**src/rtl/cu_regfile_pkg.sv**
```systemverilog
// Shared CU parameter package.
// Holds the default register-file geometry and the data-move FSM state
// encoding. The crossbar imports this package too, so both sides agree on
// data and address widths.
package cu_regfile_pkg;

  localparam int CU_DATA_WIDTH    = 16;
  localparam int CU_ADDRESS_WIDTH = 4;

  // Data-move port FSM.
  //   IDLE: waiting for a request
  //   WAIT: write accepted, crossbar still owns the write port
  //   ACK : single-cycle completion pulse
  typedef enum logic [1:0] {
    IDLE = 2'd0,
    WAIT = 2'd1,
    ACK  = 2'd2
  } dm_state_e;

endpackage

```
**src/rtl/cu_regfile_rf_dm_arb.sv**
```systemverilog
// rf_dm_arb: data-move port FSM for the CU register file.
// Arbitrates the data-move port against the crossbar for the single write
// port. Emits same-cycle strobes that act at the coming edge, plus a
// registered ack.
// Ports:
//   clk, reset  : clock, synchronous active-high reset
//   req, wr     : data-move request (held until ack) and direction
//   xb_w_en     : crossbar write enable (wins the write port)
//   dm_wr_sel   : write reg[dm_add] <= dm data at this edge
//   dm_rd_cap   : capture reg[dm_add] into the read-data register at this edge
//   ack         : one-cycle completion pulse (registered)
module rf_dm_arb
  import cu_regfile_pkg::*;
(
  input  logic clk,
  input  logic reset,
  input  logic req,
  input  logic wr,
  input  logic xb_w_en,
  output logic dm_wr_sel,
  output logic dm_rd_cap,
  output logic ack
);

  dm_state_e state, state_nxt;

  always_comb begin
    state_nxt = state;
    dm_wr_sel = 1'b0;
    dm_rd_cap = 1'b0;
    case (state)
      IDLE: begin
        if (req) begin
          if (!wr) begin
            dm_rd_cap = 1'b1;
            state_nxt = ACK;
          end else if (!xb_w_en) begin
            dm_wr_sel = 1'b1;
            state_nxt = ACK;
          end else begin
            // Crossbar holds the write port; retry once it lets go.
            state_nxt = WAIT;
          end
        end
      end
      WAIT: begin
        // Address/data come straight from the requester at the executing
        // edge; it keeps them stable until ack.
        if (!xb_w_en) begin
          dm_wr_sel = 1'b1;
          state_nxt = ACK;
        end
      end
      ACK: begin
        // req is ignored here, so back-to-back transfers are 2 cycles apart.
        state_nxt = IDLE;
      end
      default: state_nxt = IDLE;
    endcase
  end

  always_ff @(posedge clk) begin
    if (reset) begin
      state <= IDLE;
      ack   <= 1'b0;
    end else begin
      state <= state_nxt;
      ack   <= (state_nxt == ACK);
    end
  end

endmodule

```
**src/rtl/cu_regfile.sv**
```systemverilog
// cu_regfile: CU register file with two combinational read ports (X/Y) for
// the crossbar, one crossbar write port, and a handshaked data-move port
// that shares the single write port with the crossbar.
// Ports:
//   clk, reset                : clock, synchronous active-high reset
//   xb_rf_w_En/ps_rf_wadd/xb_rf_dt : crossbar write
//   ps_rf_raddx/ps_rf_raddy   : X/Y read addresses
//   rf_xb_dtx/rf_xb_dty       : X/Y read data (combinational, no bypass)
//   ps_rf_dm_req/_wr/_add, dm_rf_dt : data-move request, direction, address, data
//   rf_dm_dt                  : data-move read data (registered, held)
//   rf_dm_ack                 : data-move completion pulse
module cu_regfile
  import cu_regfile_pkg::*;
#(
  parameter int DATA_WIDTH    = CU_DATA_WIDTH,
  parameter int ADDRESS_WIDTH = CU_ADDRESS_WIDTH
) (
  input  logic                     clk,
  input  logic                     reset,
  input  logic                     xb_rf_w_En,
  input  logic [ADDRESS_WIDTH-1:0] ps_rf_wadd,
  input  logic [DATA_WIDTH-1:0]    xb_rf_dt,
  input  logic [ADDRESS_WIDTH-1:0] ps_rf_raddx,
  input  logic [ADDRESS_WIDTH-1:0] ps_rf_raddy,
  output logic [DATA_WIDTH-1:0]    rf_xb_dtx,
  output logic [DATA_WIDTH-1:0]    rf_xb_dty,
  input  logic                     ps_rf_dm_req,
  input  logic                     ps_rf_dm_wr,
  input  logic [ADDRESS_WIDTH-1:0] ps_rf_dm_add,
  input  logic [DATA_WIDTH-1:0]    dm_rf_dt,
  output logic [DATA_WIDTH-1:0]    rf_dm_dt,
  output logic                     rf_dm_ack
);

  localparam int NUM_REGS = 1 << ADDRESS_WIDTH;

  logic [DATA_WIDTH-1:0] regs [NUM_REGS];
  logic                  dm_wr_sel;
  logic                  dm_rd_cap;

  rf_dm_arb u_arb (
    .clk       (clk),
    .reset     (reset),
    .req       (ps_rf_dm_req),
    .wr        (ps_rf_dm_wr),
    .xb_w_en   (xb_rf_w_En),
    .dm_wr_sel (dm_wr_sel),
    .dm_rd_cap (dm_rd_cap),
    .ack       (rf_dm_ack)
  );

  // No write-to-read bypass: the crossbar does its own forwarding.
  assign rf_xb_dtx = regs[ps_rf_raddx];
  assign rf_xb_dty = regs[ps_rf_raddy];

  // Single write port. The arbiter only raises dm_wr_sel when the crossbar
  // is idle; the crossbar is still listed first so it can never lose.
  always_ff @(posedge clk) begin
    if (reset) begin
      for (int i = 0; i < NUM_REGS; i++) regs[i] <= '0;
    end else if (xb_rf_w_En) begin
      regs[ps_rf_wadd] <= xb_rf_dt;
    end else if (dm_wr_sel) begin
      regs[ps_rf_dm_add] <= dm_rf_dt;
    end
  end

  // Captures the pre-edge value, so a same-edge crossbar write to the same
  // address is not seen. Held until the next read completes.
  always_ff @(posedge clk) begin
    if (reset)          rf_dm_dt <= '0;
    else if (dm_rd_cap) rf_dm_dt <= regs[ps_rf_dm_add];
  end

endmodule

```
**config.mk**
```make
export PLATFORM = sky130hd
export DESIGN_NAME = cu_regfile
export DESIGN_NICKNAME = d
export VERILOG_FILES = /design/src/rtl/cu_regfile_pkg.sv /design/src/rtl/cu_regfile_rf_dm_arb.sv /design/src/rtl/cu_regfile.sv
export SDC_FILE = /design/constraint.sdc
export NUM_CORES = 1
export LEC_CHECK = 0
export CORE_MARGIN = 5
export CORE_UTILIZATION = 35
export CTS_CLUSTER_DIAMETER = 200
export DETAILED_ROUTE_END_ITERATION = 8
export PLACE_DENSITY = 0.63
export SLEW_MARGIN = 10
export SYNTH_ARGS = -nofsm -noshare
export SYNTH_HDL_FRONTEND = slang
export SYNTH_SLANG_ARGS = --single-unit
```
**constraint.sdc**
```tcl
create_clock -name clk -period 3.3 [get_ports clk]
set_input_delay 0.66 -clock clk [delete_from_list [all_inputs] [get_ports clk]]
set_output_delay 0.66 -clock clk [all_outputs]
set_load 0.005 [all_outputs]
```
Word level (Yosys, flattened, before mapping):

Memory sizes are Yosys's and may differ from the RTL's. A register that Yosys moved wholly into a read port is not among the register bits.
Index checks and enable logic that the tools add are counted.

* input port bits: 53
* memories kept: 1
* RAM bits: 256
* output and inout port bits: 49
* word-level logic and storage cells: 35
* bits in registers: 3

Memory list
* regs: depth 16, width 16, read ports 3, clocked after memory_dff 1, wr ports 16, RTL line cu_regfile.sv:37 `logic [DATA_WIDTH-1:0] regs [NUM_REGS];`

* eq/ne operators: 2
* reduce and logical (&&, ||, !) cells: 3
* multiplexer cells: 27

Operators by type and width (number)
* 16-bit two-way mux: 2
* 16-bit OR reduction: 2
* 1-bit two-way mux: 17
* 2-bit two-way mux: 4
* 4-bit two-way mux: 2
* 2-bit one-hot mux with 2 select lines: 1
* 2-bit by 1-bit equality test with 1-bit output (second input constant): 1
* 2-bit equality test (second input constant): 1
* 2-bit logical NOT: 1
* 1-bit one-hot mux with 2 select lines: 1

Depth between registers and ports, before layout:

Gate-level depths: netlist of the first run.

* word-level depth: 10
* gate-level depth with buffers: 8
* depth with buffers taken out: 4

Hierarchy:

Synthesis of the first run repeated with hierarchy kept, for this count alone.

* cell total of the unflattened synthesis: 1151
* area, all modules: 15866.5 µm²

Modules (own cells, without submodules)
* cu_regfile: area an instance 15755.1 µm², times used 1, seq. area each 8007.7 µm², cells an instance 1140
* rf_dm_arb: area an instance 111.4 µm², times used 1, seq. area each 60.1 µm², cells an instance 11

Worst setup path after synthesis of the first run:

Ideal clock, no wire load.

* path type: input to output
* start point: in ps_rf_raddx[0]
* end point: out rf_xb_dtx[0]
* path buffers: 2
* data arrival time: 2.166 ns
* slack: 0.474 ns
* required time: 2.640 ns
* stages on the path: 4
* path through: buf_2 -> buf_2 -> mux4_2 -> mux4_2

* cells in the longest elaborated chain, start to end: 1

RTL lines
* start, declared: RTL line cu_regfile.sv:23 `input logic [ADDRESS_WIDTH-1:0] ps_rf_raddx,`
* memory read 16 x 16 bit
* end, declared: RTL line cu_regfile.sv:25 `output logic [DATA_WIDTH-1:0] rf_xb_dtx,`

No other way between the ends.

Final worst setup path of the first run:

* start point: in ps_rf_raddy[0]
* end point: out rf_xb_dty[14]

* cells in the longest elaborated chain, start to end: 1

RTL lines
* start, declared: RTL line cu_regfile.sv:24 `input logic [ADDRESS_WIDTH-1:0] ps_rf_raddy,`
* memory read 16 x 16 bit
* end, declared: RTL line cu_regfile.sv:26 `output logic [DATA_WIDTH-1:0] rf_xb_dty,`

No other way between the ends.

==> results.sh, run 1 <==
export IMPL_grt_usage_pct=21.1
export IMPL_worst_slew_margin_rel_pct=42.3
export IMPL_dieHeight_um=230
export IMPL_min_period_ps=3250
export IMPL_cts_setup_buffers=0
export IMPL_synth_flop_cell="edfxtp_1"
export IMPL_cp_cell_sequence="buf_6, buf_4, mux4_2, mux4_2, clkdlybuf4s50_1"
export IMPL_insertion_delay_ps=580
export IMPL_h_tree_depth=1
export IMPL_finish_utilization_pct=42.2
export IMPL_first_pass_iters=5
export IMPL_skew_ps=13.7
export IMPL_final_nets=1352
export IMPL_wl_per_cell_um=29.5
export IMPL_max_cap_violations=0
export IMPL_drive_gt1_share_pct=32.5
export IMPL_synth_edf_count=256
export IMPL_drt_total_wl_mm=57.2
export IMPL_power_density_nw_per_um2=456
export IMPL_timing_final_ws_setup_ps=50.9
export IMPL_diodes=0
export IMPL_worst_slew_pin_slew_ps=865
export IMPL_gr_total_overflow=0
export IMPL_final_cells=1938
export IMPL_critPathRequiredTime_ps=2640
export IMPL_endpoint_kind="output pin"
export IMPL_grt_pass1_vias=12300
export IMPL_ctsHoldBuffers=0
export IMPL_cts_clk_slew_worst_paths_ps=60
export IMPL_num_io_pins=102
export IMPL_synth_fp_nets=1249
export IMPL_die_x_um=230
export IMPL_place_hpwl_mm=37.3
export IMPL_multi_input_area_um2=8310
export IMPL_vias_per_cell=6.24
export IMPL_core_area_um2=47800
export IMPL_synth_ff_latch_count=275
export IMPL_cp_arrival_ps=2590
export IMPL_yosysSeqAreaShare_pct=47.6
export IMPL_slowest_stage="mux4_2"
export IMPL_rsz0062_at_grt="false"
export IMPL_netlist_instances=1196
export IMPL_gp_congestion=0.843
export IMPL_cts_resized=0
export IMPL_synth_top_area_share_pct=45.3
export IMPL_die_area_um2=52900
export IMPL_grt_max_degree=65
export IMPL_cts_buffer_depth=3
export IMPL_cts_tree="yes"
export IMPL_numCtsBuffers=31
export IMPL_yosys_warnings=0
export IMPL_postSynth_asyncResetShare_pct=0
export IMPL_min_path_type="register to register"
export IMPL_numPortBuffers=101
export IMPL_worst_setup_path_type="input pin to output pin"
export IMPL_drt_iter0_markers=1488
export IMPL_grt_pass1_wl_mm=83.2
export IMPL_hold_violations=0
export IMPL_syn_to_final_growth_pct=19.2
export IMPL_p_leak_nw=6.65
export IMPL_synth_distinct_cells=43
export IMPL_sequential_cell_area_um2=8070
export IMPL_cp_max_fo=8
export IMPL_yosys_area_top_type="edfxtp_1"
export IMPL_rows=80
export IMPL_fin_crit_sh_pct=98.5
export IMPL_final_max_slew_viol_count=0
export IMPL_cts_root_buffer="clkbuf_16"
export IMPL_syn_avg_cell_area_um2=14.2
export IMPL_synth_area_leaders="edfxtp_1 45%, mux4_2 29%, nor2_1 5.8%"
export IMPL_dp_slack_ps=-43.1
export IMPL_outcome="completed"
export IMPL_max_freq_mhz=308
export IMPL_finalSetupViolCount=0
export IMPL_slowest_delay_ps=540
export IMPL_vias=12100
export IMPL_ant_nets=0
export IMPL_synth_area_um2=17000
export IMPL_route_detailed_drc=0
export IMPL_r2r_slack_ps=840
export IMPL_clock_sinks=275
export IMPL_irDropWorstVdd_mv=0.400
export IMPL_crit_top_cell="mux4_2"
export IMPL_fin_hold_ws_ps=483
export IMPL_startpoint_type="input pin"
export IMPL_fillers=4364
export IMPL_start_util_pct=35.4
export IMPL_post_place_cells=1879
export IMPL_antenna_found_initial=0
==> worst paths after layout <==
path	start	end	cells past startpoint
setup / recovery	ps_rf_raddy[0]	rf_xb_dty[14]	5
hold / removal	rf_dm_dt[7]	rf_dm_dt[7]	2
setup reg to reg	u_arb.state[1]	regs[11][0]	4
hold reg to reg	rf_dm_dt[7]	rf_dm_dt[7]	2
==> state kept, by name, summed over array words and instances, names as in the netlist <==
| signal | flops |
|---|---|
| u_arb.ack | 1 |
| regs | 256 |
| rf_dm_dt | 16 |
| u_arb.state | 2 |
==> where the power goes <==
part	switching [mW]	internal (mW)	leakage (nW)
combinational	0.803	0.817	3.40
clock	1.45	2.03	0.486
sequential	0.136	3.99	2.76
==> cells by family (layout without fill, tap and decap cells) <==
family | Yosys count | after routing | synth area share (%)
flops | 275 | 275 | 47.6
compound gates | 97 | 97 | 4.65
buf+inv | 120 | 247 | 3.61
mux | 304 | 304 | 34.5
simple gates | 400 | 400 | 9.69
==> stage by stage <==
| stage | power [mW] | setup TNS [ps] | instance area [µm²] |
|---|---|---|---|
| after global routing | 9.50 | 0 | 20200 |
| after detailed placement | 5.80 | -545 | 19100 |
| final | 9.22 | 0 | 20200 |
| after CTS | 9.24 | 0 | 20100 |
| after global placement | 5.77 | 0 | 19100 |
| after floorplan | 5.07 | 0 | 17000 |
==> worst max-delay path: cells and delay by family <==
family                 cells  cell delay, ps
buffers and inverters      3             880
muxes                      2            1030
==> layer usage <==
| metal | routed length (µm) | up-vias | GRT usage (%) |
|---|---|---|---|
| li1 | - | 4960 | - |
| met1 | 22000 | 6211 | 28.4 |
| met2 | 27100 | 783 | 34.3 |
| met3 | 5730 | 137 | 3.84 |
| met4 | 2310 | 0 | 8.54 |
| met5 | 0 | - | 0 |
==> cell usage after synthesis, drive strengths merged (6+ instances only) <==
cell type / instances
a221o: 13
nor2: 264
o311a: 17
mux2: 58
mux2i: 28
edfxtp: 256
a32oi: 6
a31oi: 17
clkbuf: 49
nand2b: 8
a22oi: 16
dfxtp: 19
buf: 68
mux4: 218
nand2: 102
o21ai: 18
==> layout make-up <==
cell class	instances	area share [%]
Multi-Input combinational cell	801	41.1
Sequential cell	275	39.9
Timing Repair Buffer	187	10.1
Clock buffer	38	3.97
Tap cell	615	3.81
Clock inverter	19	1.01
Inverter	3	0.0557
==> cell usage in the layout (no fill, tap or decap), types with 17 or more instances in the layout <==
cell | Yosys | final
a31oi_1 | 17 | 17
edfxtp_1 | 256 | 256
buf_4 | 12 | 56
o311a_1 | 17 | 17
clkdlybuf4s50_1 | 0 | 89
mux4_2 | 218 | 218
dfxtp_1 | 19 | 19
buf_12 | 0 | 28
mux2_2 | 58 | 58
mux2i_1 | 28 | 28
clkbuf_16 | 0 | 33
nand2_1 | 102 | 102
nor2_1 | 264 | 262
(Power assumes the default switching activity.)
==> inputs of run 2 (changes only) <==
- CORE_UTILIZATION: 35 -> 45
- MAX_ROUTING_LAYER: default -> met4
- PLACE_DENSITY: 0.63 -> 0.74
==> results.sh, run 2 (same netlist as run 1, synthesis figures left out) <==
export IMPL_outcome="completed"
export IMPL_antenna_found_initial=1
export IMPL_insertion_delay_ps=580
export IMPL_fin_crit_sh_pct=98.0
export IMPL_cp_max_fo=26
export IMPL_grt_max_degree=65
export IMPL_min_period_ps=3240
export IMPL_core_area_um2=37400
export IMPL_grt_pass1_wl_mm=80.1
export IMPL_r2r_slack_ps=890
export IMPL_post_place_cells=1773
export IMPL_drt_iter0_markers=1786
export IMPL_max_cap_violations=0
export IMPL_grt_use_met3_pct=6.38
export IMPL_fillers=3000
export IMPL_dieHeight_um=204
export IMPL_gr_total_overflow=0
export IMPL_diodes=0
export IMPL_final_cells=1829
export IMPL_max_freq_mhz=309
export IMPL_largest_register="regs"
export IMPL_finalSetupViolCount=0
export IMPL_cts_clk_slew_worst_paths_ps=60
export IMPL_total_power_mw=9.52
export IMPL_grt_usage_pct=26.6
export IMPL_num_io_pins=102
export IMPL_worst_slew_pin_slew_ps=928
export IMPL_cp_cell_sequence="buf_4, buf_16, mux4_2, mux4_2, clkdlybuf4s50_1"
export IMPL_rows=71
export IMPL_gp_congestion=0.933
export IMPL_p_sw_share_pct=24.7
export IMPL_grt_busiest_layer="met2"
export IMPL_most_common_layout_cells="263 x nor2_1, 256 x edfxtp_1, 218 x mux4_2"
export IMPL_drt_total_wl_mm=54.2
export IMPL_vias_per_cell=6.71
export IMPL_cts_tree="yes"
export IMPL_p_leak_nw=6.68
export IMPL_grt_pass1_vias=12600
export IMPL_ant_nets=0
export IMPL_numCtsBuffers=30
export IMPL_wl_per_cell_um=29.6
export IMPL_numPortBuffers=101
export IMPL_rsz0062_at_grt="false"
export IMPL_grt_use_met2_pct=41.7
export IMPL_switchingPower_mw=2.35
export IMPL_finish_utilization_pct=53.7
export IMPL_crit_top_cell="mux4_2"
export IMPL_clockPowerShare_pct=40.0
export IMPL_critPathRequiredTime_ps=2640
export IMPL_startpoint_type="input pin"
export IMPL_die_x_um=204
export IMPL_final_common_cell="nor2_1"
export IMPL_cts_resized=0
export IMPL_drive_gt1_share_pct=32.5
export IMPL_p_comb_share_pct=16.7
export IMPL_slowest_stage="mux4_2"
export IMPL_cts_setup_buffers=0
export IMPL_syn_to_final_growth_pct=18.5
export IMPL_power_density_nw_per_um2=474
export IMPL_h_tree_depth=1
export IMPL_irDropWorstVdd_mv=0.399
export IMPL_final_nets=1347
export IMPL_top_regs="regs x256, rf_dm_dt x16, u_arb.state x2"
export IMPL_internal_power_mw=7.16
export IMPL_route_detailed_drc=0
export IMPL_hold_violations=0
export IMPL_clock_sinks=275
export IMPL_start_util_pct=45.3
export IMPL_ctsHoldBuffers=0
export IMPL_final_max_slew_viol_count=0
export IMPL_seq_power_share_pct=43.3
export IMPL_place_hpwl_mm=35.1
export IMPL_worst_setup_path_type="input pin to output pin"
export IMPL_setup_tns_ps=0
export IMPL_worst_slew_margin_rel_pct=38.1
export IMPL_cts_root_buffer="clkbuf_16"
export IMPL_min_path_type="register to register"
export IMPL_cp_arrival_ps=2580
export IMPL_endpoint_kind="output pin"
export IMPL_skew_ps=14.8
export IMPL_die_area_um2=41700
export IMPL_cts_buffer_depth=3
export IMPL_vias=12300
export IMPL_largest_reg_flops=256
export IMPL_slowest_delay_ps=560
export IMPL_first_pass_iters=5
export IMPL_use_met1_pct=33.3
## run 2: cell types whose count changed in the layout (fill, tap and decap cells not counted), sizes merged
cell / before / now
dlymetal6s2s: 3 / 6
buf: 93 / 89
clkbuf: 40 / 37
bufinv: 4 / 8
clkinv: 15 / 9
clkinvlp: 1 / 3
clkdlybuf4s50: 89 / 88
## run 2: path summary, 6_finish.rpt
kind / startpoint / endpoint / cells past startpoint
worst min register to register: rf_dm_dt[7] / rf_dm_dt[7] / 2
worst max register to register: u_arb.state[1] / regs[9][2] / 5
worst min-delay path: rf_dm_dt[7] / rf_dm_dt[7] / 2
worst max-delay path: ps_rf_raddy[0] / rf_xb_dty[10] / 5
## run 2: layout make-up
cell class                      count  area, µm²  share of cell area (%)
Clock inverter                     19        299                    1.49
Tap cell                          511        639                    3.18
Timing Repair Buffer              183       1940                    9.66
Multi-Input combinational cell    801       8310                    41.4
Clock buffer                       37        818                    4.07
Inverter                            3       11.3                  0.0561
Sequential cell                   275       8070                    40.2
## run 2: metal layers
metal	up-vias	routed length [µm]
li1	4960	-
met1	6088	18200
met2	999	25700
met3	229	7260
met4	0	3030
met5	-	0
## run 2: power by group through the flow
stage | logic, mW | clock network [mW] | registers (mW)
detailed placement | 1.57 | 0 | 4.18
global route | 1.66 | 3.98 | 4.13
finish | 1.59 | 3.80 | 4.12
global placement | 1.55 | 0 | 4.17
floorplan | 0.940 | 0 | 4.13
CTS | 1.58 | 3.82 | 4.11
## run 2: per-stage QoR
stage	area, µm²	setup WS [ps]	hold slack (ps)
floorplan	17000	474	460
global placement	18900	31.1	462
detailed placement	18900	11.7	458
CTS	20000	1.47	475
global route	20100	3.31	517
finish	20100	64.7	472
## run 2: worst max-delay path: cells and delay by family
family / cells / cell delay (ps)
mux: 2 / 1040
buf+inv: 3 / 820
